### src/rtl/reg_cmd_pkg.sv
// -----------------------------------------------------------------------------
// reg_cmd_pkg
// Shared definitions for the register command decoder: register map widths,
// header field positions, payload length and the decoder state encoding.
// -----------------------------------------------------------------------------
package reg_cmd_pkg;

  // Register map geometry
  localparam int REGMAP_ADDR_WIDTH = 4;
  localparam int REGMAP_DATA_WIDTH = 32;

  // Header byte layout: [7] write/read, [6:4] reserved (must be 0), [3:0] address
  localparam int HDR_WRITE_BIT = 7;
  localparam int HDR_RSVD_MSB  = 6;
  localparam int HDR_RSVD_LSB  = 4;

  // Data bytes carried by a write frame or a read response
  localparam int PAYLOAD_BYTES = 4;

  typedef enum logic [2:0] {
    ST_IDLE,
    ST_WR_DATA,
    ST_WR_STROBE,
    ST_RD_STROBE,
    ST_RD_CAPTURE,
    ST_TX_HDR,
    ST_TX_DATA
  } state_t;

  function automatic logic hdr_rsvd_ok(input logic [7:0] hdr);
    return hdr[HDR_RSVD_MSB:HDR_RSVD_LSB] == '0;
  endfunction

endpackage

### src/rtl/reg_cmd_tx_ser.sv
// -----------------------------------------------------------------------------
// reg_cmd_tx_ser
// Load-and-shift response serializer. A load pulse captures a frame (MSB byte
// first) and the number of bytes to send; bytes are then presented on the TX
// valid/ready stream one per accepted transfer.
//
// Ports
//   i_clk, i_reset  clock, synchronous active-high reset
//   i_load          capture i_frame / i_nbytes this cycle
//   i_frame         frame to send, first byte in the top 8 bits
//   i_nbytes        number of bytes of i_frame to send (from the top)
//   o_tx_data       current response byte
//   o_tx_valid      o_tx_data valid
//   i_tx_ready      sink accepts byte
//   o_accept        a byte transfers this cycle
//   o_last          the byte currently presented is the final one
// -----------------------------------------------------------------------------
module reg_cmd_tx_ser #(
  parameter int NBYTES = 5,
  parameter int CNT_W  = 3
) (
  input  logic                  i_clk,
  input  logic                  i_reset,
  input  logic                  i_load,
  input  logic [8*NBYTES-1:0]   i_frame,
  input  logic [CNT_W-1:0]      i_nbytes,
  output logic [7:0]            o_tx_data,
  output logic                  o_tx_valid,
  input  logic                  i_tx_ready,
  output logic                  o_accept,
  output logic                  o_last
);

  logic [8*NBYTES-1:0] r_shift;
  logic [CNT_W-1:0]    r_cnt;
  logic                r_valid;
  logic                w_accept;

  assign w_accept = r_valid & i_tx_ready;

  // The shift register only moves on an accepted transfer, so the presented
  // byte is stable for as long as the sink stalls.
  always_ff @(posedge i_clk) begin
    if (i_reset) begin
      r_shift <= '0;
      r_cnt   <= '0;
      r_valid <= 1'b0;
    end else if (i_load) begin
      r_shift <= i_frame;
      r_cnt   <= i_nbytes;
      r_valid <= (i_nbytes != '0);
    end else if (w_accept) begin
      r_shift <= {r_shift[8*NBYTES-9:0], 8'h00};
      r_cnt   <= r_cnt - 1'b1;
      if (r_cnt == CNT_W'(1)) begin
        r_valid <= 1'b0;
      end
    end
  end

  assign o_tx_data  = r_shift[8*NBYTES-1 -: 8];
  assign o_tx_valid = r_valid;
  assign o_accept   = w_accept;
  assign o_last     = (r_cnt == CNT_W'(1));

endmodule

### src/rtl/reg_cmd_decoder.sv
// -----------------------------------------------------------------------------
// reg_cmd_decoder
// Byte-stream command decoder between the serial link and the register file.
// Parses read/write frames from the RX stream, issues one-cycle register
// strobes and returns an ack (write) or header + read data (read) on TX.
//
// state       | meaning
// ------------+-----------------------------------------------------------
// IDLE        | waiting for a header byte; bad headers are dropped here
// WR_DATA     | collecting 4 write data bytes, MSB first; idle timer runs
// WR_STROBE   | reg_wr pulse; ack frame loaded into serializer
// RD_STROBE   | reg_rd pulse
// RD_CAPTURE  | reg_rdata valid; header + data loaded into serializer
// TX_HDR      | header echo being sent
// TX_DATA     | read data bytes being sent
//
// Ports
//   i_clk, i_reset              clock, synchronous active-high reset
//   i_rx_data/valid, o_rx_ready received byte stream
//   o_tx_data/valid, i_tx_ready response byte stream
//   o_reg_addr, o_reg_wdata     register address / write data (held)
//   o_reg_wr, o_reg_rd          one-cycle write / read strobes
//   i_reg_rdata                 read data, valid the cycle after o_reg_rd
//   o_err_badhdr                pulse when a header is rejected
//   o_err_timeout               pulse when a write frame is abandoned
// -----------------------------------------------------------------------------
module reg_cmd_decoder
  import reg_cmd_pkg::*;
#(
  parameter int ADDR_W         = REGMAP_ADDR_WIDTH,
  parameter int DATA_W         = REGMAP_DATA_WIDTH,
  parameter int TIMEOUT_CYCLES = 1000000
) (
  input  logic              i_clk,
  input  logic              i_reset,
  input  logic [7:0]        i_rx_data,
  input  logic              i_rx_valid,
  output logic              o_rx_ready,
  output logic [7:0]        o_tx_data,
  output logic              o_tx_valid,
  input  logic              i_tx_ready,
  output logic [ADDR_W-1:0] o_reg_addr,
  output logic [DATA_W-1:0] o_reg_wdata,
  output logic              o_reg_wr,
  output logic              o_reg_rd,
  input  logic [DATA_W-1:0] i_reg_rdata,
  output logic              o_err_badhdr,
  output logic              o_err_timeout
);

  localparam int NB    = PAYLOAD_BYTES + 1;
  localparam int CNT_W = $clog2(NB + 1);
  localparam int TMR_W = (TIMEOUT_CYCLES > 1) ? $clog2(TIMEOUT_CYCLES) : 1;
  localparam logic [TMR_W-1:0] TMR_LOAD = TMR_W'(TIMEOUT_CYCLES - 1);

  state_t              r_state, w_next;
  logic [7:0]          r_hdr;
  logic [ADDR_W-1:0]   r_addr;
  logic [DATA_W-1:0]   r_wdata;
  logic [DATA_W-9:0]   r_wbuf;
  logic [1:0]          r_bcnt;
  logic [TMR_W-1:0]    r_tmr;
  logic                r_err_badhdr;
  logic                r_err_timeout;

  logic                w_rx_ready;
  logic                w_rx_fire;
  logic                w_wr;
  logic                w_rd;
  logic                w_load;
  logic [8*NB-1:0]     w_frame;
  logic [CNT_W-1:0]    w_nbytes;
  logic                w_tx_accept;
  logic                w_tx_last;
  logic                w_last_byte;
  logic                w_tmr_expired;

  // Gated by reset so no byte is taken while reset is held.
  assign w_rx_ready = !i_reset && (r_state == ST_IDLE || r_state == ST_WR_DATA);
  assign w_rx_fire  = i_rx_valid & w_rx_ready;
  assign w_last_byte   = (r_bcnt == 2'(PAYLOAD_BYTES - 1));
  assign w_tmr_expired = (r_tmr == '0);

  always_ff @(posedge i_clk) begin
    if (i_reset) begin
      r_state <= ST_IDLE;
    end else begin
      r_state <= w_next;
    end
  end

  always_comb begin
    w_next   = r_state;
    w_wr     = 1'b0;
    w_rd     = 1'b0;
    w_load   = 1'b0;
    w_frame  = '0;
    w_nbytes = '0;
    case (r_state)
      ST_IDLE: begin
        if (w_rx_fire && hdr_rsvd_ok(i_rx_data)) begin
          w_next = i_rx_data[HDR_WRITE_BIT] ? ST_WR_DATA : ST_RD_STROBE;
        end
      end
      ST_WR_DATA: begin
        if (w_rx_fire) begin
          if (w_last_byte) begin
            w_next = ST_WR_STROBE;
          end
        end else if (w_tmr_expired) begin
          w_next = ST_IDLE;
        end
      end
      ST_WR_STROBE: begin
        w_wr     = 1'b1;
        w_load   = 1'b1;
        w_frame  = {r_hdr, {DATA_W{1'b0}}};
        w_nbytes = CNT_W'(1);
        w_next   = ST_TX_HDR;
      end
      ST_RD_STROBE: begin
        w_rd   = 1'b1;
        w_next = ST_RD_CAPTURE;
      end
      ST_RD_CAPTURE: begin
        w_load   = 1'b1;
        w_frame  = {r_hdr, i_reg_rdata};
        w_nbytes = CNT_W'(NB);
        w_next   = ST_TX_HDR;
      end
      ST_TX_HDR: begin
        // A write ack is a single byte, so its header is also the last byte.
        if (w_tx_accept) begin
          w_next = w_tx_last ? ST_IDLE : ST_TX_DATA;
        end
      end
      ST_TX_DATA: begin
        if (w_tx_accept && w_tx_last) begin
          w_next = ST_IDLE;
        end
      end
      default: begin
        w_next = ST_IDLE;
      end
    endcase
  end

  // Write data is assembled in a 3-byte buffer and only committed to r_wdata
  // with the 4th byte, so an abandoned frame never disturbs reg_wdata.
  always_ff @(posedge i_clk) begin
    if (i_reset) begin
      r_hdr         <= '0;
      r_addr        <= '0;
      r_wdata       <= '0;
      r_wbuf        <= '0;
      r_bcnt        <= '0;
      r_tmr         <= '0;
      r_err_badhdr  <= 1'b0;
      r_err_timeout <= 1'b0;
    end else begin
      r_err_badhdr  <= 1'b0;
      r_err_timeout <= 1'b0;
      case (r_state)
        ST_IDLE: begin
          if (w_rx_fire) begin
            if (!hdr_rsvd_ok(i_rx_data)) begin
              r_err_badhdr <= 1'b1;
            end else begin
              r_hdr  <= i_rx_data;
              r_bcnt <= '0;
              r_tmr  <= TMR_LOAD;
              if (!i_rx_data[HDR_WRITE_BIT]) begin
                r_addr <= i_rx_data[ADDR_W-1:0];
              end
            end
          end
        end
        ST_WR_DATA: begin
          if (w_rx_fire) begin
            r_wbuf <= {r_wbuf[DATA_W-17:0], i_rx_data};
            r_bcnt <= r_bcnt + 2'd1;
            r_tmr  <= TMR_LOAD;
            if (w_last_byte) begin
              r_addr  <= r_hdr[ADDR_W-1:0];
              r_wdata <= {r_wbuf, i_rx_data};
            end
          end else if (w_tmr_expired) begin
            r_err_timeout <= 1'b1;
          end else begin
            r_tmr <= r_tmr - 1'b1;
          end
        end
        default: begin
        end
      endcase
    end
  end

  reg_cmd_tx_ser #(
    .NBYTES (NB),
    .CNT_W  (CNT_W)
  ) u_tx_ser (
    .i_clk      (i_clk),
    .i_reset    (i_reset),
    .i_load     (w_load),
    .i_frame    (w_frame),
    .i_nbytes   (w_nbytes),
    .o_tx_data  (o_tx_data),
    .o_tx_valid (o_tx_valid),
    .i_tx_ready (i_tx_ready),
    .o_accept   (w_tx_accept),
    .o_last     (w_tx_last)
  );

  assign o_rx_ready    = w_rx_ready;
  assign o_reg_addr    = r_addr;
  assign o_reg_wdata   = r_wdata;
  assign o_reg_wr      = w_wr;
  assign o_reg_rd      = w_rd;
  assign o_err_badhdr  = r_err_badhdr;
  assign o_err_timeout = r_err_timeout;

endmodule
### config.mk
export PLATFORM = sky130hd
export DESIGN_NAME = reg_cmd_decoder
export DESIGN_NICKNAME = d
export VERILOG_FILES = /design/src/rtl/reg_cmd_pkg.sv /design/src/rtl/reg_cmd_tx_ser.sv /design/src/rtl/reg_cmd_decoder.sv
export SDC_FILE = /design/constraint.sdc
export NUM_CORES = 1
export LEC_CHECK = 0
export BUFFER_PORTS_ARGS = -buffer_cell sky130_fd_sc_hd__buf_2
export CAP_MARGIN = 20
export CELL_PAD_IN_SITES_DETAIL_PLACEMENT = 1
export CELL_PAD_IN_SITES_GLOBAL_PLACEMENT = 1
export CORE_MARGIN = 5
export CORE_UTILIZATION = 40
export CTS_CLUSTER_DIAMETER = 40
export DETAILED_ROUTE_END_ITERATION = 7
export PLACE_DENSITY = 0.82
export SYNTH_ARGS = -nofsm -noshare
export SYNTH_HDL_FRONTEND = slang
export SYNTH_SLANG_ARGS = --single-unit
export TNS_END_PERCENT = 10
### constraint.sdc
create_clock -name i_clk -period 3.9 [get_ports i_clk]
set_input_delay 0.585 -clock i_clk [delete_from_list [all_inputs] [get_ports i_clk]]
set_output_delay 0.585 -clock i_clk [all_outputs]
set_load 0.03 [all_outputs]
# Word-level counts from Yosys, hierarchy flattened
# Index checks and enable logic that the tools add are counted.
# op_classes
n_eq_ne	19
bitwise	5
mux	38
reduce_logical	23
n_addsub	3
# ops
cell	count
$mux W20	4
$mux W40	2
$pmux W40 S2	1
$pmux W20 S2	1
$mux W3	9
$logic_not A20 Y1	1
$mux W4	5
$sub A20 B1 Y20 const B	1
$pmux W3 S6	1
$ne A2 B2 Y1 const B	6
$eq A3 B3 Y1 const B	3
$ne A3 B3 Y1 const B	3
$mux W1	8
$mux W2	4
$pmux W4 S2	1
$reduce_and A4 Y1	2
$eq A3 B1 Y1 const B	2
$eq A3 B2 Y1 const B	2
$logic_not A3 Y1	2
$pmux W3 S2	1
$reduce_and A3 Y1	2
$reduce_and A6 Y1	1
$reduce_bool A2 Y1	3
$reduce_or A3 Y1	2
14 further kinds	21
# word_totals
wordCells	100
ff_bits	139
in_bits	44

# Logic depth before layout (Yosys ltp)
# Gate-level depths: netlist (run 1).
# logic_depth
depth_word	7
mapped_depth	8
mapped_depth_nobuf	7

# Modules after synthesis
# A second synthesis (run 1) with hierarchy kept.
# unflattened
hier_cells	777
hier_area_um2	6271.0
# modules_own_cells
module	n_inst	area_per_inst_um2	cells_per_inst	seq_area_each_um2
reg_cmd_decoder	1	4092.7	522	1901.8
reg_cmd_tx_ser	1	2178.3	255	880.8

# Worst setup path before layout (run 1)
# OpenSTA, ideal clock, no wires.
# synth_path
path_type	register to register
startpoint	register r_state[2]
endpoint	register u_tx_ser.r_shift[30]
stages_incl_launch_ff	8
n_path_buf	2
period_less_slack_ns	2.520
required_ns	3.814
setup_ns	0.086
arrival_ns	2.434
slack_ns	1.380
path_cell_list	dfxtp_1 > clkbuf_1 > nor3b_1 > nor2_1 > nand2_1 > clkbuf_1 > nor2_1 > a211oi_1
# synth_via
elab_chain_len	4
word_cells_on_any_way	7
classes_between	eq/ne: 2; mux: 3; reduce/logical: 2
# synth_lines
item	line	text
start: declaration	reg_cmd_decoder.sv:56	state_t r_state, w_next;
start signal: assignment	reg_cmd_decoder.sv:88	r_state <= w_next;
$eq A3 B3 Y1 or $eq A3 B2 Y1 (tied branches)	reg_cmd_decoder.sv:99	case (r_state)
$reduce_or A2 Y1 (no source line)	n/a	
$mux W1	reg_cmd_decoder.sv:99	
$mux W40 or $reduce_bool A2 Y1 (tied branches)	n/a	
end signal: assignment	reg_cmd_tx_ser.sv:49	r_shift <= i_frame;
end signal: assignment	reg_cmd_tx_ser.sv:53	r_shift <= {r_shift[8*NBYTES-9:0], 8'h00};
end: declaration	reg_cmd_tx_ser.sv:34	logic [8*NBYTES-1:0] r_shift;
# Parallel ways exist; a longest one is shown, timed or not.
# A chain may end at the register's enable or synchronous reset.

# Worst setup path in the final report (run 1)
# layout_path
startpoint	register r_state[0]
endpoint	register r_tmr[16]
# layout_via
elab_chain_len	6
word_cells_on_any_way	12
classes_between	eq/ne: 4; mux: 2; bitwise: 1; reduce/logical: 5
# layout_lines
item	line	text
$eq A3 B1 Y1 or $logic_not A3 Y1 (tied branches)	reg_cmd_decoder.sv:79, reg_cmd_decoder.sv:163	
$logic_or A1 B1 Y1	reg_cmd_decoder.sv:79	assign w_rx_ready = !i_reset && (r_state == ST_IDLE || r_state == ST_WR_DATA);
$logic_and A1 B1 Y1	reg_cmd_decoder.sv:79	
$and A1 B1 Y1	reg_cmd_decoder.sv:80	assign w_rx_fire = i_rx_valid & w_rx_ready;
$ne A3 B3 Y1 (no source line), or another cell as far along	n/a	
$reduce_and A4 Y1 (no source line) or $pmux W20 S2 (tied branches)	n/a	
end signal: assignment	reg_cmd_decoder.sv:190	r_tmr <= r_tmr - 1'b1;
end: declaration	reg_cmd_decoder.sv:62	logic [TMR_W-1:0] r_tmr;
# Parallel ways exist; a longest one is shown, timed or not.

==> results of run 1 <==
==> kinds of logic (layout without fill, tap and decap cells) <==
family | count (synthesis) | count (layout)
AND/OR/NAND/NOR | 326 | 326
AO/OA/AOI/OAI | 170 | 170
flip-flops | 139 | 139
buffers and inverters | 67 | 141
multiplexers | 10 | 10
adder cells (fa/ha/maj) | 5 | 5
XOR/XNOR | 4 | 4
==> worst max-delay path: stages (launching register included) <==
cell and delay [ns]:
dfxtp_1 0.64, or3b_1 0.55, nor4_2 0.49, a21oi_1 0.39, a311oi_1 0.38, nor3_1 0.10
==> power groups by stage <==
stage          Clock (W)  Sequential (W)  Combinational [W]
6_report         0.00155         0.00187            0.00184
5_1_grt          0.00165         0.00190            0.00203
4_1_cts          0.00158         0.00187            0.00185
3_5_place_dp           0         0.00189            0.00184
3_3_place_gp           0         0.00187            0.00174
2_1_floorplan          0         0.00182            0.00148
==> how the worst max path moves through the flow <==
stage          cells after the start                                 to               startpoint
2_1_floorplan                      7  u_tx_ser.r_shift[30]$_SDFFE_PP0P_  r_state[2]$_SDFFE_PP0P_
3_5_place_dp                       5             r_tmr[17]$_SDFFE_PP0P_  r_state[0]$_SDFFE_PP0P_
6_report                           5             r_tmr[16]$_SDFFE_PP0P_  r_state[0]$_SDFFE_PP0P_
3_3_place_gp                       5              r_hdr[7]$_SDFFE_PP0P_                  i_reset
5_1_grt                            5              r_tmr[3]$_SDFFE_PP0P_  r_state[0]$_SDFFE_PP0P_
4_1_cts                            5             r_tmr[16]$_SDFFE_PP0P_  r_state[0]$_SDFFE_PP0P_
==> cell usage after synthesis (2+ instances only) <==
cell type / n
mux2i_1: 9
nand2_1: 165
buf_2: 2
nor2b_1: 4
xnor2_1: 3
or4_1: 8
a31oi_1: 6
a22oi_1: 11
ha_1: 5
buf_4: 8
nor4b_1: 2
nor3_1: 14
nor4_1: 9
and4_1: 2
nand2b_1: 6
a21oi_1: 68
a311oi_1: 13
o21ai_0: 28
a211oi_1: 29
dfxtp_1: 139
nor3b_1: 7
nor2_1: 74
clkbuf_1: 49
nand4_1: 2
inv_1: 6
or3_1: 8
o41ai_1: 2
o31ai_1: 7
nand3_1: 12
nand4b_1: 3
==> registers in the layout, indices dropped and copies added, names as in the netlist <==
signal / flops
o_err_badhdr: 1
o_err_timeout: 1
o_reg_addr: 4
o_reg_wdata: 32
r_bcnt: 2
r_hdr: 8
r_state: 3
r_tmr: 20
r_wbuf: 24
u_tx_ser.o_tx_valid: 1
u_tx_ser.r_cnt: 3
u_tx_ser.r_shift: 40
==> stage by stage <==
stage | hold WS (ns) | utilization (%) | std cells | cell area (sq um) | setup WS, ns
after global routing | 0.402 | 48.0 | 979 | 6900 | 1.01
after floorplan | 0.432 | - | 721 | 5800 | 1.38
after CTS | 0.389 | 47.8 | 978 | 6870 | 1.21
after global placement | 0.438 | 43.9 | 946 | 6310 | 1.34
after detailed placement | 0.447 | 43.9 | 946 | 6310 | 1.23
final | 0.408 | 48.0 | 979 | 6900 | 1.20
==> layout make-up <==
cell class	count	area [sq um]	share of cell area, %
inverter	6	22.5	0.327
multi-input combinational	515	2740	39.7
timing repair buffer	103	563	8.16
tap	184	230	3.34
clock buffer	24	472	6.84
sequential	139	2780	40.3
clock inverter	8	92.6	1.34
==> routing by layer <==
layer / part of all wire [%] / vias to the layer above / track usage, %
met5: 0 / - / 0
met4: 1.8 / 0 / 7.62
met3: 4.9 / 23 / 4.67
met2: 51 / 127 / 34.2
met1: 42 / 2601 / 23.3
li1: - / 2635 / -
==> results by group, run 1 <==
Status
  – Outcome: finished, final reports clean

Yosys
  – Area leader, netlist: dfxtp_1
  – Total nets after synthesis: 770
  – Synthesized instance count: between 700 and 800
  – Mapped Area: 5800 sq um
  – Ys async rst share: 0%
  – EDFF count, synth: 0
  – Post-synth top area share: 48.0%
  – Adder-cell share of the synthesized area: under 10%
  – Complex-gate fraction of the synthesized area: 18.2%
  – Top FF cell, synth: dfxtp_1
  – Avg Cell Area, Syn: 8.04 sq um
  – Synth top area cells: dfxtp_1, nand2_1, a21oi_1, nor2_1, a211oi_1
  – Post-synthesis sequential area ratio: 48.0%
  – Post-Synth Simple-Gate Area: about a quarter
  – Largest family of logic cells by synthesized area: simple AND/OR/NAND/NOR gates
  – Yosys reg bits: 139
  – Synth cell types: 50
  – Post-synthesis mux area share: 1.75%
  – Synth Area in XOR/XNOR: 0.604%
  – Synthesis warning total: 0

Pwr
  – Peak supply drop: 0.309 mV
  – Total Power: around 0.0053 W
  – Net Sw Frac: a little under two fifths
  – Leak Pwr: 2.59 nW
  – Internal: 0.00326 W
  – Clock power share: 29.5%
  – Power Density: 763 nW/um^2
  – Sequential power share: 35.5%
  – Net Switching: 0.00200 W
  – Logic gate share of total power: 35.0%

Drt
  – Drt via density: 5.50
  – Drt total wl: about 16,000 um
  – DRT iter0 DRCs: 263
  – Post-route ant nets: 0
  – DRC: 0
  – Wire per inst: 16.7 um
  – Via count: 5,386
  – First drt pass iteration count: 4

Hold path
  – Min-Delay Path Class: input pin to flip-flop
  – Worst hold start: i_reg_rdata[13]
  – Hold depth: 3
  – Hold path endpoint: u_tx_ser.r_shift[13]$_SDFFE_PP0P_

Global route
  – Total GRT Usage: 19.6%
  – Initial antenna violation count: 0
  – First-pass GRT wire length: 26,800 um
  – Overflow after GRT: 0
  – Largest net degree at the start of global routing: 103
  – Vias in the first global route: 5,504

Final layout
  – Fillers: ~1,800
  – Area delta synth->final: 19.0%
  – Share of layout cells above drive strength 1: 17.5%
  – ANT cells: 0
  – Nets@finish: ~830
  – Most frequent cells in the layout: nand2_1, dfxtp_1, buf_2, nor2_1, a21oi_1
  – Commonest non-fill, non-tap cell in the layout: nand2_1

STA
  – Final setup TNS: 0 ns
  – Fin. Hold Viols: 0
  – Post-route minimum period: 2.70 ns
  – Unrepaired setup endpoints after global routing: no
  – Max Clk Rate: 370 MHz
  – Setup violations, final: 0
  – Fin. max-slew vios: 0
  – Slew @ Worst Pin: 1.04 ns
  – Slew headroom: between 30 and 40%
  – Skew final: around 0.0086 ns
  – Fin crit share: 69.2%

Setup path
  – R2R Setup Slk: 1.20 ns
  – CP startpoint kind: flip-flop
  – Reg2Reg Capture Point: r_tmr[16]$_SDFFE_PP0P_
  – Critical path arrival: 2.95 ns
  – RR Startpoint: r_state[0]$_SDFFE_PP0P_
  – Crit path capture type: flip-flop
  – Kind of critical path: flip-flop to flip-flop
  – Worst reg2reg path depth: 5
  – WP data required: between 4 and 5 ns
  – Crit-path max FO: 16

Floorplan
  – Chip width: 130 um
  – # rows: 44
  – # IOs: 94
  – Initial Util: 40.3%
  – Die height: 130 um
  – Core Region: 14,400 sq um
  – Total Die Area: roughly 17,000 sq um

Placed design
  – DP HPWL: 11,300 um
  – GP Congestion: 0.824
  – IO Port Bufs: 93

Clocking
  – Hold-fix buffers, CTS: 0
  – CTS tree: yes
  – TritonCTS Sinks: 139
  – TritonCTS Buffers: 17
  – CTS Buffer Depth: 2
  – Cts repair resizes: 0
  – CTS H-tree depth: 4
  – Reg clk slew, reported paths: roughly 0.06 ns
  – Postcts setup bufs: 0
  – Worst-Skew Late Latency: 0.42 ns
  – Root buf cell: clkbuf_16

Flow run
  – Max_cap viols: 0
Power figures use the tool's default switching activity.
==> run 2, diff against run 1 <==
--- a/config.mk
+++ b/config.mk
@@ -5,15 +5,16 @@
 export SDC_FILE = /design/constraint.sdc
 export NUM_CORES = 1
 export LEC_CHECK = 0
+export ABC_AREA = 1
 export BUFFER_PORTS_ARGS = -buffer_cell sky130_fd_sc_hd__buf_2
 export CAP_MARGIN = 20
 export CELL_PAD_IN_SITES_DETAIL_PLACEMENT = 1
 export CELL_PAD_IN_SITES_GLOBAL_PLACEMENT = 1
 export CORE_MARGIN = 5
-export CORE_UTILIZATION = 40
+export CORE_UTILIZATION = 37
 export CTS_CLUSTER_DIAMETER = 40
 export DETAILED_ROUTE_END_ITERATION = 7
-export PLACE_DENSITY = 0.82
+export PLACE_DENSITY = 0.8
 export SYNTH_ARGS = -nofsm -noshare
 export SYNTH_HDL_FRONTEND = slang
 export SYNTH_SLANG_ARGS = --single-unit
==> constraint.sdc (replaced) <==
create_clock -name i_clk -period 2.2 [get_ports i_clk]
set_input_delay 0.33 -clock i_clk [delete_from_list [all_inputs] [get_ports i_clk]]
set_output_delay 0.33 -clock i_clk [all_outputs]
set_load 0.03 [all_outputs]
==> results by group, run 2 <==
STA
  – Max Clk Rate: 494 MHz
  – Unrepaired setup endpoints after global routing: no
  – Slew headroom: 69.6% (+39 points)
  – Final setup TNS: 0 ns (unchanged)
  – Skew final: 0.00717 ns (-0.00143 ns)
  – Fin crit share: 92.0%
  – Fin. max-slew vios: 0 (unchanged)
  – Fin. Hold Viols: 0 (unchanged)
  – Slew @ Worst Pin: 0.456 ns (-0.585 ns)
  – Setup violations, final: 0 (unchanged)
  – Post-route minimum period: approximately 2.0 ns

Hold path
  – Min-Delay Path Class: input pin to flip-flop

Yosys
  – EDFF count, synth: 0 (unchanged)
  – Yosys reg bits: 139 (unchanged)
  – Synthesized instance count: 824 (+14%)
  – Ys async rst share: 0% (unchanged)
  – Synth top area cells: dfxtp_1, nand2_1, o21ai_0, a21oi_1, nor2_1
  – Post-synthesis sequential area ratio: 45.2% (-2.8 points)
  – Avg Cell Area, Syn: 7.48 sq um (-7.0%)
  – Post-synth top area share: 45.2% (-2.8 points)
  – Total nets after synthesis: 873 (+13%)
  – Area leader, netlist: dfxtp_1
  – Top-count cell post-synth: nand2_1
  – Top FF cell, synth: dfxtp_1
  – Synth cell types: 39 (-22%)
  – Synthesis warning total: 0 (unchanged)
  – Most instantiated cells after synthesis: nand2_1, dfxtp_1, o21ai_0, nor2_1, a21oi_1
  – Mapped Area: 6160 sq um (+6.3%)

Final layout
  – Share of layout cells above drive strength 1: 20.9% (+3.4 points)
  – Final Cell Area: 7400 sq um (+7.3%)
  – ANT cells: 0 (unchanged)
  – Nets@finish: 947 (+14%)
  – Register with the most flip-flops: u_tx_ser.r_shift
  – Layout Utilization: 45.0% (-3.0 points)
  – Commonest non-fill, non-tap cell in the layout: nand2_1
  – Area delta synth->final: 20.2%
  – Most frequent cells in the layout: nand2_1, dfxtp_1, o21ai_0, buf_2, nor2_1
  – Post-Layout Cell Count: 1,131 (+16%)
  – Max FFs per register: 40 (unchanged)

Clocking
  – Root buf cell: clkbuf_16
  – Postcts setup bufs: 0 (unchanged)
  – TritonCTS Sinks: 139 (unchanged)
  – CTS H-tree depth: 4 (unchanged)
  – CTS Buffer Depth: 2 (unchanged)
  – TritonCTS Buffers: 17 (unchanged)
  – Hold-fix buffers, CTS: 0 (unchanged)
  – Cts repair resizes: 0 (unchanged)
  – CTS tree: yes
  – Worst-Skew Late Latency: 0.43 ns (about the same)
  – Reg clk slew, reported paths: 0.07 ns (about the same)

Drt
  – Drt via density: 5.00 (-9.0%)
  – Drt total wl: 17,600 um (+7.7%)
  – Wire per inst: 15.6 um (-6.7%)
  – Via count: 5,660 (+5.1%)
  – DRT iter0 DRCs: 333 (+27%)
  – DRC: 0 (unchanged)
  – Post-route ant nets: 0 (unchanged)
  – First drt pass iteration count: 4 (unchanged)

Status
  – Outcome: finished, final reports clean

Global route
  – Initial antenna violation count: 0 (unchanged)
  – Vias in the first global route: 5,775 (+4.9%)
  – Total GRT Usage: 18.5% (-1.1 points)
  – First-pass GRT wire length: 29,400 um (+9.5%)
  – Largest net degree at the start of global routing: 51 (-50%)
  – Overflow after GRT: 0 (unchanged)

Floorplan
  – Core Region: 16,500 sq um (+15%)
  – # rows: 47 (+6.8%)
  – Initial Util: 37.4% (-2.9 points)
  – Chip width: 139 um (+6.7%)
  – # IOs: 94 (unchanged)
  – Total Die Area: 19,300 sq um (+14%)
  – Die height: 139 um (+6.7%)

Placed design
  – Post-DP Area: 6730 sq um (+6.8%)
  – DP HPWL: 12,200 um (+8.5%)
  – GP Congestion: 0.924 (+12%)
  – Inst Count DP: 1,099 (+16%)
  – IO Port Bufs: 93 (unchanged)

Setup path
  – Critical path arrival: 1.69 ns (-1.26 ns)
  – WP data required: 1.87 ns (-2.28 ns)
  – Crit path capture type: output port
  – CP startpoint kind: flip-flop
  – Kind of critical path: flip-flop to output port
  – Crit-path max FO: 6 (-10)

Pwr
  – Total Power: 0.00968 W (+84%)
  – Peak supply drop: 0.689 mV (+120%)
  – Leak Pwr: 3.03 nW (+17%)
  – Power Density: 1310 nW/um^2 (+71%)

Flow run
  – Max_cap viols: 0 (unchanged)
run 2: cell types whose count changed after synthesis, moves of 12 or more:
cell | previous run | this run
nor2_1 | 74 | 91
nand3_1 | 12 | 28
nand2_1 | 165 | 153
nand2_2 | 0 | 13
nand4_1 | 2 | 16
o21ai_0 | 28 | 105
a311oi_1 | 13 | 0
clkbuf_1 | 49 | 25
a21oi_1 | 68 | 88
inv_1 | 6 | 53
a211oi_1 | 29 | 16
run 2: final timing paths:
| kind | slack [ns] | from | cells past startpoint | to |
|---|---|---|---|---|
| hold reg to reg | 0.45 | r_hdr[4]$_SDFFE_PP0P_ | 2 | r_hdr[4]$_SDFFE_PP0P_ |
| setup / recovery | 0.18 | r_state[1]$_SDFFE_PP0P_ | 3 | o_reg_wr |
| setup reg to reg | 0.27 | r_state[1]$_SDFFE_PP0P_ | 7 | u_tx_ser.r_shift[39]$_SDFFE_PP0P_ |
| hold / removal | 0.15 | i_reg_rdata[14] | 3 | u_tx_ser.r_shift[14]$_SDFFE_PP0P_ |
run 2: critical path, stage by stage, from the launching register on:
cell and delay [ns]:
dfxtp_1 0.48, inv_2 0.14, nor3_2 0.35, buf_2 0.30
run 2: area by class of cell:
class / count / area (sq um)
Multi-Input combinational cell: 567 / 2820
Sequential cell: 139 / 2780
Fill cell: 2080 / 9060
Inverter: 65 / 248
Tap cell: 220 / 275
Clock inverter: 14 / 231
Timing Repair Buffer: 108 / 603
Clock buffer: 18 / 439
run 2: cell families after synthesis:
kind of cell | share of synthesized area, %
simple gates | 24.0
fa+ha+maj | 1.02
flops | 45.2
xor+xnor | 0.711
buf+inv | 9.00
compound gates | 20.1
run 2: metal layers:
layer  track usage [%]  share of wire, %
met3              4.45               3.7
met2              30.1                48
met4              5.87               1.6
met5                 0                 0
met1              24.2                47
run 2: stage by stage:
stage / setup slack, ns / hold slack [ns]
finish: 0.177 / 0.145
global route: 0.0570 / 0.139
CTS: 0.196 / 0.129
detailed placement: 0.281 / 0.438
global placement: 0.302 / 0.432
floorplan: 0.379 / 0.425
run 2: power by group:
| part | total [W] | internal, W | switching, W |
|---|---|---|---|
| sequential | 0.00313 | 0.00287 | 0.000259 |
| clock | 0.00327 | 0.00207 | 0.00119 |
| combinational | 0.00328 | 0.00100 | 0.00227 |
| total | 0.00968 | 0.00595 | 0.00373 |
==> run 3, diff against run 2 <==
--- a/config.mk
+++ b/config.mk
@@ -6,15 +6,15 @@
 export NUM_CORES = 1
 export LEC_CHECK = 0
 export ABC_AREA = 1
-export BUFFER_PORTS_ARGS = -buffer_cell sky130_fd_sc_hd__buf_2
 export CAP_MARGIN = 20
 export CELL_PAD_IN_SITES_DETAIL_PLACEMENT = 1
-export CELL_PAD_IN_SITES_GLOBAL_PLACEMENT = 1
+export CELL_PAD_IN_SITES_GLOBAL_PLACEMENT = 2
 export CORE_MARGIN = 5
-export CORE_UTILIZATION = 37
+export CORE_UTILIZATION = 32
 export CTS_CLUSTER_DIAMETER = 40
 export DETAILED_ROUTE_END_ITERATION = 7
-export PLACE_DENSITY = 0.8
+export DONT_BUFFER_PORTS = 1
+export PLACE_DENSITY = 0.79
 export SYNTH_ARGS = -nofsm -noshare
 export SYNTH_HDL_FRONTEND = slang
 export SYNTH_SLANG_ARGS = --single-unit
==> results by group, run 3 (synthesis results as in run 2) <==
Final layout
  – Most frequent cells in the layout: nand2_1, dfxtp_1, o21ai_0, nor2_1, a21oi_1
  – Max FFs per register: 40 (unchanged)
  – Register with the most flip-flops: u_tx_ser.r_shift
  – ANT cells: 0 (unchanged)
  – Commonest non-fill, non-tap cell in the layout: nand2_1
  – Nets@finish: 858 (-9.4%)
  – Share of layout cells above drive strength 1: 12.3% (-8.6 points)
  – Fillers: 2,290 (+10%)
  – Layout Utilization: 37.3% (-7.7 points)
  – Area delta synth->final: 13.9%

Global route
  – Vias in the first global route: 5,310 (-8.1%)
  – Initial antenna violation count: 0 (unchanged)
  – First-pass GRT wire length: 29,100 um (-1.1%)
  – Largest net degree at the start of global routing: 69 (+35%)
  – Total GRT Usage: 16.3% (-2.1 points)
  – Overflow after GRT: 0 (unchanged)

Status
  – Outcome: finished, final reports clean

Pwr
  – Power Density: 1350 nW/um^2 (+3.2%)
  – Logic gate share of total power: 33.3% (-0.6 points)
  – Clock power share: 33.1% (-0.6 points)
  – Sequential power share: 33.6% (+1.2 points)
  – Net Sw Frac: 39.5% (+0.99 points)
  – Net Switching: 0.00374 W (+0.38%)
  – Internal: 0.00573 W (-3.7%)
  – Leak Pwr: 2.60 nW (-14%)
  – Peak supply drop: 0.612 mV (-11%)

Floorplan
  – # IOs: 94 (unchanged)
  – Die height: 149 um (+7.0%)
  – Initial Util: 32.7% (-4.7 points)
  – Total Die Area: 22,100 sq um (+14%)
  – Chip width: 149 um (+7.0%)
  – # rows: 50 (+6.4%)
  – Core Region: 18,800 sq um (+14%)

Placed design
  – GP Congestion: 0.786 (-15%)
  – DP HPWL: 12,200 um (-0.58%)
  – IO Port Bufs: 0 (-100%)

STA
  – Setup violations, final: 0 (unchanged)
  – Post-route minimum period: 1.99 ns (-0.0333 ns)
  – Slew headroom: 71.6% (+2.0 points)
  – Unrepaired setup endpoints after global routing: no
  – Fin. Hold Viols: 0 (unchanged)
  – Final setup TNS: 0 ns (unchanged)
  – Fin crit share: 90.5% (-1.5 points)
  – Skew final: 0.0107 ns (+0.00352 ns)
  – Max Clk Rate: 503 MHz (+1.7%)
  – Fin. max-slew vios: 0 (unchanged)
  – Slew @ Worst Pin: 0.424 ns (-0.0318 ns)

Clocking
  – Reg clk slew, reported paths: 0.07 ns (about the same)
  – Postcts setup bufs: 0 (unchanged)
  – TritonCTS Sinks: 139 (unchanged)
  – CTS Buffer Depth: 2 (unchanged)
  – Cts repair resizes: 0 (unchanged)
  – Worst-Skew Late Latency: 0.41 ns (-0.02 ns)
  – TritonCTS Buffers: 17 (unchanged)
  – CTS tree: yes
  – Hold-fix buffers, CTS: 1 (+1)
  – CTS H-tree depth: 4 (unchanged)
  – Root buf cell: clkbuf_16

Hold path
  – Min-Delay Path Class: input pin to flip-flop

Setup path
  – WP data required: 1.87 ns (about the same)
  – Crit-path max FO: 7 (+1)
  – Crit path capture type: output port
  – CP startpoint kind: flip-flop
  – Critical path arrival: 1.66 ns (-0.03 ns)
  – Kind of critical path: flip-flop to output port

Drt
  – DRC: 0 (unchanged)
  – Drt total wl: 17,700 um (+0.75%)
  – Drt via density: 4.87 (-2.7%)
  – First drt pass iteration count: 4 (unchanged)
  – Wire per inst: 16.4 um (+5.3%)
  – Via count: 5,270 (-6.9%)
  – Post-route ant nets: 0 (unchanged)
  – DRT iter0 DRCs: 221 (-34%)

Flow run
  – Max_cap viols: 0 (unchanged)
## run 3: cell count changes in the layout (fill, tap and decap cells not counted)
cell and delta:
buf_2 -93, buf_4 +3, clkinv_8 +3, bufinv_16 -2, clkinvlp_4 -2, inv_6 +2
buf_16 +1, clkbuf_8 -1, clkinv_4 -1, inv_8 +1
## run 3: metal layers
metal,vias up,global-route usage [%],part of all wire (%)
met1,2481,21.5,48
met5,-,0,0
li1,2703,-,-
met3,11,5.20,4.7
met2,75,26.5,47
met4,0,3.34,0.94
## run 3: through the flow
| stage | hold WS, ns | std cells | instance area, sq um | worst slack, ns | total power [W] |
|---|---|---|---|---|---|
| 2_1_floorplan | 0.425 | 824 | 6160 | 0.379 | 0.00570 |
| 6_report | 0.0448 | 1082 | 7020 | 0.210 | 0.00947 |
| 4_1_cts | 0.0278 | 1082 | 7020 | 0.190 | 0.00963 |
| 3_3_place_gp | 0.405 | 1049 | 6340 | 0.362 | 0.00633 |
| 3_5_place_dp | 0.410 | 1049 | 6340 | 0.289 | 0.00638 |
| 5_1_grt | 0.0287 | 1082 | 7020 | 0.0637 | 0.0102 |
## run 3: critical path, cell delays in order (launching register included)
cell and delay (ns):
dfxtp_1 0.38, inv_2 0.16, nand3_2 0.20, nand2_4 0.14, inv_1 0.07, nor2_2 0.11, buf_4 0.19
## run 3: power by group through the flow
| stage | combinational (W) | clock [W] | sequential [W] |
|---|---|---|---|
| 4_1_cts | 0.00321 | 0.00324 | 0.00318 |
| 3_3_place_gp | 0.00310 | 0 | 0.00323 |
| 6_report | 0.00315 | 0.00314 | 0.00318 |
| 2_1_floorplan | 0.00255 | 0 | 0.00315 |
| 3_5_place_dp | 0.00314 | 0 | 0.00324 |
| 5_1_grt | 0.00361 | 0.00334 | 0.00323 |
## run 3: worst paths after layout
check / startpoint / to / slack [ns] / cells after the start
hold / removal: i_reg_rdata[22] / u_tx_ser.r_shift[22]$_SDFFE_PP0P_ / 0.04 / 2
setup / recovery: r_state[1]$_SDFFE_PP0P_ / o_rx_ready / 0.21 / 6
setup reg to reg: r_tmr[0]$_SDFFE_PP0P_ / r_tmr[16]$_SDFFE_PP0P_ / 0.29 / 9
hold reg to reg: r_hdr[4]$_SDFFE_PP0P_ / r_hdr[4]$_SDFFE_PP0P_ / 0.45 / 2
## run 3: cell type report
type                            count  area, sq um  area share [%]
Clock inverter                     15          225            3.21
Inverter                           65          248            3.53
Clock buffer                       17          425            6.06
Tap cell                          260          325            4.64
Timing Repair Buffer               19          188            2.67
Multi-Input combinational cell    567         2820            40.2
Sequential cell                   139         2780            39.7
